File: src/rtl/image_fader.sv
// Full-screen palettised image renderer with a frame-synchronous fade-in / hold / fade-out sequencer.
// Scales an IMG_W x IMG_H ROM image to the raster; RGB lags DrawX/DrawY by exactly three cycles.
module image_fader #(
   parameter int IMG_W           = 300,
   parameter int IMG_H           = 300,
   parameter int SCREEN_W        = 640,
   parameter int SCREEN_H        = 480,
   parameter int ADDR_W          = 17,
   parameter int IDX_W           = 5,
   parameter int FRAMES_PER_STEP = 2,
   parameter int HOLD_FRAMES     = 120
) (
   input  logic              vga_clk,
   input  logic              Reset,
   input  logic [9:0]        DrawX,
   input  logic [9:0]        DrawY,
   input  logic              blank,
   input  logic              start,
   input  logic              abort,
   output logic [ADDR_W-1:0] rom_address,
   input  logic [IDX_W-1:0]  rom_q,
   output logic [IDX_W-1:0]  pal_index,
   input  logic [3:0]        pal_red,
   input  logic [3:0]        pal_green,
   input  logic [3:0]        pal_blue,
   output logic [3:0]        red,
   output logic [3:0]        green,
   output logic [3:0]        blue,
   output logic              busy,
   output logic              done
);

   typedef enum logic [1:0] {IDLE, FADE_IN, HOLD, FADE_OUT} state_t;

   localparam logic [15:0] STEP_LAST    = 16'(FRAMES_PER_STEP - 1);
   localparam logic [15:0] HOLD_LAST    = 16'(HOLD_FRAMES - 1);
   localparam bit          HOLD_FOREVER = (HOLD_FRAMES == 0);

   function automatic logic [3:0] fade(input logic [3:0] c, input logic [4:0] lvl);
      logic [7:0] prod;
      prod = 8'(c) * 8'(lvl);
      return 4'(prod >> 4);
   endfunction

   function automatic logic [4:0] sat_inc(input logic [4:0] l);
      return (l >= 5'd16) ? 5'd16 : l + 5'd1;
   endfunction

   function automatic logic [4:0] sat_dec(input logic [4:0] l);
      return (l == 5'd0) ? 5'd0 : l - 5'd1;
   endfunction

   state_t      state;
   logic [4:0]  level;
   logic [15:0] step_cnt;
   logic [15:0] hold_cnt;
   logic        origin_q;
   logic        at_origin;
   logic        tick;
   logic        vld_p0, vld_p1;
   logic        in_view;
   logic [31:0] x_w, y_w, col, row, addr_full;

   // 32-bit products leave ample headroom for DrawX*IMG_W at any legal raster size.
   always_comb begin
      x_w       = 32'(DrawX);
      y_w       = 32'(DrawY);
      in_view   = (x_w < 32'(SCREEN_W)) && (y_w < 32'(SCREEN_H));
      col       = (x_w * 32'(IMG_W)) / 32'(SCREEN_W);
      row       = (y_w * 32'(IMG_H)) / 32'(SCREEN_H);
      addr_full = row * 32'(IMG_W) + col;
   end

   assign at_origin = (DrawX == 10'd0) && (DrawY == 10'd0);
   assign tick      = at_origin && !origin_q;
   assign pal_index = rom_q;

   always_ff @(posedge vga_clk) begin
      if (Reset) begin
         rom_address <= '0;
         vld_p0      <= 1'b0;
         vld_p1      <= 1'b0;
         red         <= 4'd0;
         green       <= 4'd0;
         blue        <= 4'd0;
      end else begin
         // stage p0: ROM address
         rom_address <= in_view ? ADDR_W'(addr_full) : '0;
         vld_p0      <= blank;
         // stage p1: ROM read in flight, palette looks up rom_q combinationally
         vld_p1      <= vld_p0;
         // stage p2: faded colour
         red         <= vld_p1 ? fade(pal_red,   level) : 4'd0;
         green       <= vld_p1 ? fade(pal_green, level) : 4'd0;
         blue        <= vld_p1 ? fade(pal_blue,  level) : 4'd0;
      end
   end

   always_ff @(posedge vga_clk) begin
      if (Reset) begin
         state    <= IDLE;
         level    <= 5'd0;
         step_cnt <= 16'd0;
         hold_cnt <= 16'd0;
         origin_q <= 1'b0;
         busy     <= 1'b0;
         done     <= 1'b0;
      end else begin
         done     <= 1'b0;
         origin_q <= at_origin;
         case (state)
            IDLE: begin
               if (start) begin
                  state    <= FADE_IN;
                  step_cnt <= 16'd0;
                  busy     <= 1'b1;
               end
            end
            FADE_IN: begin
               if (abort) begin
                  state    <= FADE_OUT;
                  step_cnt <= 16'd0;
               end else if (tick) begin
                  if (step_cnt == STEP_LAST) begin
                     step_cnt <= 16'd0;
                     level    <= sat_inc(level);
                     if (level >= 5'd15) begin
                        state    <= HOLD;
                        hold_cnt <= 16'd0;
                     end
                  end else begin
                     step_cnt <= step_cnt + 16'd1;
                  end
               end
            end
            HOLD: begin
               if (abort) begin
                  state    <= FADE_OUT;
                  step_cnt <= 16'd0;
               end else if (tick && !HOLD_FOREVER) begin
                  if (hold_cnt == HOLD_LAST) begin
                     state    <= FADE_OUT;
                     step_cnt <= 16'd0;
                  end else begin
                     hold_cnt <= hold_cnt + 16'd1;
                  end
               end
            end
            FADE_OUT: begin
               // An abort before the first step leaves level at 0; the next step still ends the run.
               if (tick) begin
                  if (step_cnt == STEP_LAST) begin
                     step_cnt <= 16'd0;
                     level    <= sat_dec(level);
                     if (level <= 5'd1) begin
                        state <= IDLE;
                        busy  <= 1'b0;
                        done  <= 1'b1;
                     end
                  end else begin
                     step_cnt <= step_cnt + 16'd1;
                  end
               end
            end
            default: state <= IDLE;
         endcase
      end
   end

endmodule

File: config.mk
export PLATFORM = sky130hd
export DESIGN_NAME = image_fader
export DESIGN_NICKNAME = d
export VERILOG_FILES = /design/src/rtl/image_fader.sv
export SDC_FILE = /design/constraint.sdc
export NUM_CORES = 1
export LEC_CHECK = 0
export ABC_AREA = 0
export CORE_ASPECT_RATIO = 1.2
export CORE_MARGIN = 10
export CORE_UTILIZATION = 40
export CTS_CLUSTER_DIAMETER = 60
export DETAILED_ROUTE_END_ITERATION = 7
export PLACE_DENSITY_LB_ADDON = 0.2
export SYNTH_ARGS = -nofsm -noshare
export SYNTH_HDL_FRONTEND = slang
export SYNTH_SLANG_ARGS = --single-unit
File: constraint.sdc
create_clock -name vga_clk -period 13.25 [get_ports vga_clk]
set_input_delay 1.325 -clock vga_clk [delete_from_list [all_inputs] [get_ports vga_clk]]
set_output_delay 1.325 -clock vga_clk [all_outputs]
set_load 0.02 [all_outputs]
==> results.ini <==
[status]
outcome = finished, violations left
violations = setup timing

[layout]
multi_input_area_um2 = 13700
design_area_um2 = 20900
antenna_cells = 0
drive_gt1_frac = 0.300
mostFrequentLayoutCells = buf_4, nor2_1, inv_1
seq_area_um2 = 1460
syn2layout_area_growth_pct = 40.8
fin_nets = 2703
final_common_cell = buf_4
fillers = 3405
utilization = 0.568

[detailed_routing]
dr_total_vias = 16256
routedWlPerCell_um = 16.3
drtAntennaViolNets = 0
routed_wl_um = 47400
viasPerCell = 5.58
dr.pass1.iters = 7
drc = 0
drtIter0Drc = 923

[setup_path]
path_class = in -> reg
cp.depth = 63
cpPeakStageDelay_ns = 0.58
cp-start-kind = primary input
path_max_fanout = 7
arrival_ns = 13.63
cpMostUsedCell = buf_6
required_ns = 13.42
slowest_stage = or4_4
end_kind = flop
path_buf_inv = 15
critPathTopFamily = compound AO/OA/AOI/OAI gates
reg2reg_depth = 16

[hold_path]
whs_path_depth = 1
holdCritPathClass = reg -> reg

[cts]
postCtsHoldBufs = 0
cts_tree = yes
cts_max_level = 3
clkTransAtPathRegs_ns = 0.06
clockRootBuffer = clkbuf_16
cts_buffers = 9
cts_buffer_depth = 2
clkLatencyLatePin_ns = 0.34
cts.sinks = 73

[synth]
synth_fa_ha_area_frac = 0.218
synthXorXnorAreaFrac = 0.0891
ys_seq_area_frac = 0.0984
synth_compound_area_frac = 0.248
ys_async_sr_fraction = 0
synthDistinctLibCells = 114
yosys.area_share.simple = 0.255
syn_avg_cell_area_um2 = 7.55
syn-cell-area_um2 = 14800
synth_edf_count = 0
synth.area.mux_share = 0.0253
ys_ff_latch = 73
synth_top_family_by_area = simple AND/OR/NAND/NOR gates
ys.flop_type = dfxtp_1
yosys_warnings = 0
synth_cells = 1965
syn-num-nets = 2234

[timing]
setup_slack_ns = -0.204
fmax_mhz = 74.3
hold_viol = 0
tightest_slew_ns = 0.882
drv_slew = 0
relSlewSlack = 0.410
setup_tns_ns = -0.345
fin_crit_ns = 13.45
period_share = 1.02
hold_slack_ns = 0.443
setup_viol = 4
rsz0062_at_grt = true
fin_worst_skew_ns = 0.0137

[die]
io_pins = 78
fp.dieW_um = 196
coreArea_um2 = 36800
num_rows = 77
start_util = 0.403
dieHeight_um = 231
die_area_um2 = 45300

[job]
max_cap_viol_count = 0

[grt]
grt_usage = 0.198
grt_pass1_vias = 16039
globalRouteOverflowTotal = 0
grt_pass1_wl_um = 77700
antenna_found_initial = 0
grt_max_degree = 22

[placed_design]
io_buffers = 67
post-dp-hpwl_um = 37500
place_area_um2 = 19200
gp_congestion = 0.964

[cell usage after synthesis, types with 20 or more instances]
cell | instances | share of area
nor2b_1 | 26 | 0.011
inv_1 | 175 | 0.044
nor3_1 | 59 | 0.020
and2_1 | 39 | 0.016
xor2_1 | 54 | 0.032
ha_1 | 176 | 0.15
xnor2_1 | 87 | 0.051
and3_1 | 37 | 0.016
nand3_1 | 67 | 0.023
a21oi_1 | 111 | 0.037
o211ai_1 | 27 | 0.014
mux2i_1 | 24 | 0.016
nor2_1 | 179 | 0.045
dfxtp_1 | 73 | 0.098
clkbuf_1 | 44 | 0.011
o21a_1 | 20 | 0.010
fa_1 | 51 | 0.069
o21ai_0 | 71 | 0.024
nand2_1 | 164 | 0.041
a21o_1 | 28 | 0.014
a211oi_1 | 24 | 0.012
nand4_1 | 29 | 0.012
[through the flow]
stage,worst slack [ns],cells
final,-0.204,2913
after floorplan,0.00196,1965
after detailed placement,-1.21,2824
after global placement,-0.926,2824
after CTS,-0.0122,2886
after global routing,-0.902,2913
[kinds of logic (layout without fill, tap and decap cells)]
family | count (synthesis) | after routing
fa+ha+maj | 229 | 229
buf+inv | 249 | 723
simple gates | 736 | 736
flops | 73 | 73
mux | 35 | 35
compound gates | 497 | 497
xor+xnor | 146 | 146
[metal layers]
metal	global-route usage	share of wire
met1	0.238	0.42
met2	0.366	0.51
met3	0.0127	0.032
met4	0.0607	0.032
met5	0	0
[flip-flops by register name, summed over array words and instances, names as in the netlist]
name,flops
level,5
origin_q,1
green,4
state,2
red,4
done,1
step_cnt,16
busy,1
hold_cnt,16
vld_p0,1
rom_address,17
vld_p1,1
blue,4
[worst reg2reg max path, cell delays in order (launching register included)]
cell	delay, ns
dfxtp_1	0.77
nand2_1	0.16
fa_1	0.50
fa_1	0.56
inv_1	0.05
ha_1	0.28
nand4_1	0.10
nor2_1	0.05
nor2_1	0.15
inv_1	0.06
a21oi_1	0.21
inv_1	0.06
a21oi_1	0.24
inv_1	0.07
a21oi_1	0.19
xnor2_1	0.14
nor2_1	0.05
[timing repair]
item / CTS / global route
pin swaps: 81 / 81
setup buffers: 46 / 29
endpoints found under the setup margin: 9 / 10
cloned: 0 / 0
gates resized for setup: 111 / 94
[cell type report]
| class | instances | share of cell area |
|---|---|---|
| Tap cell | 474 | 0.0284 |
| Sequential cell | 73 | 0.0699 |
| Timing Repair Buffer | 526 | 0.200 |
| Clock buffer | 9 | 0.0108 |
| Multi-Input combinational cell | 1643 | 0.654 |
| Inverter | 181 | 0.0329 |
| Clock inverter | 7 | 0.00395 |
[worst paths after layout]
kind,startpoint,end,slack (ns)
min reg2reg,vld_p0$_SDFF_PP0_,vld_p1$_SDFF_PP0_,0.44
max,DrawY[5],rom_address[16]$_SDFF_PP0_,-0.20
max reg2reg,level[2]$_SDFFE_PP0P_,red[3]$_SDFF_PP0_,9.50
min,vld_p0$_SDFF_PP0_,vld_p1$_SDFF_PP0_,0.44
Power is left out: the tool's default activity adds up to more than one toggle a clock period on the data nets, which glitch-free logic cannot reach.
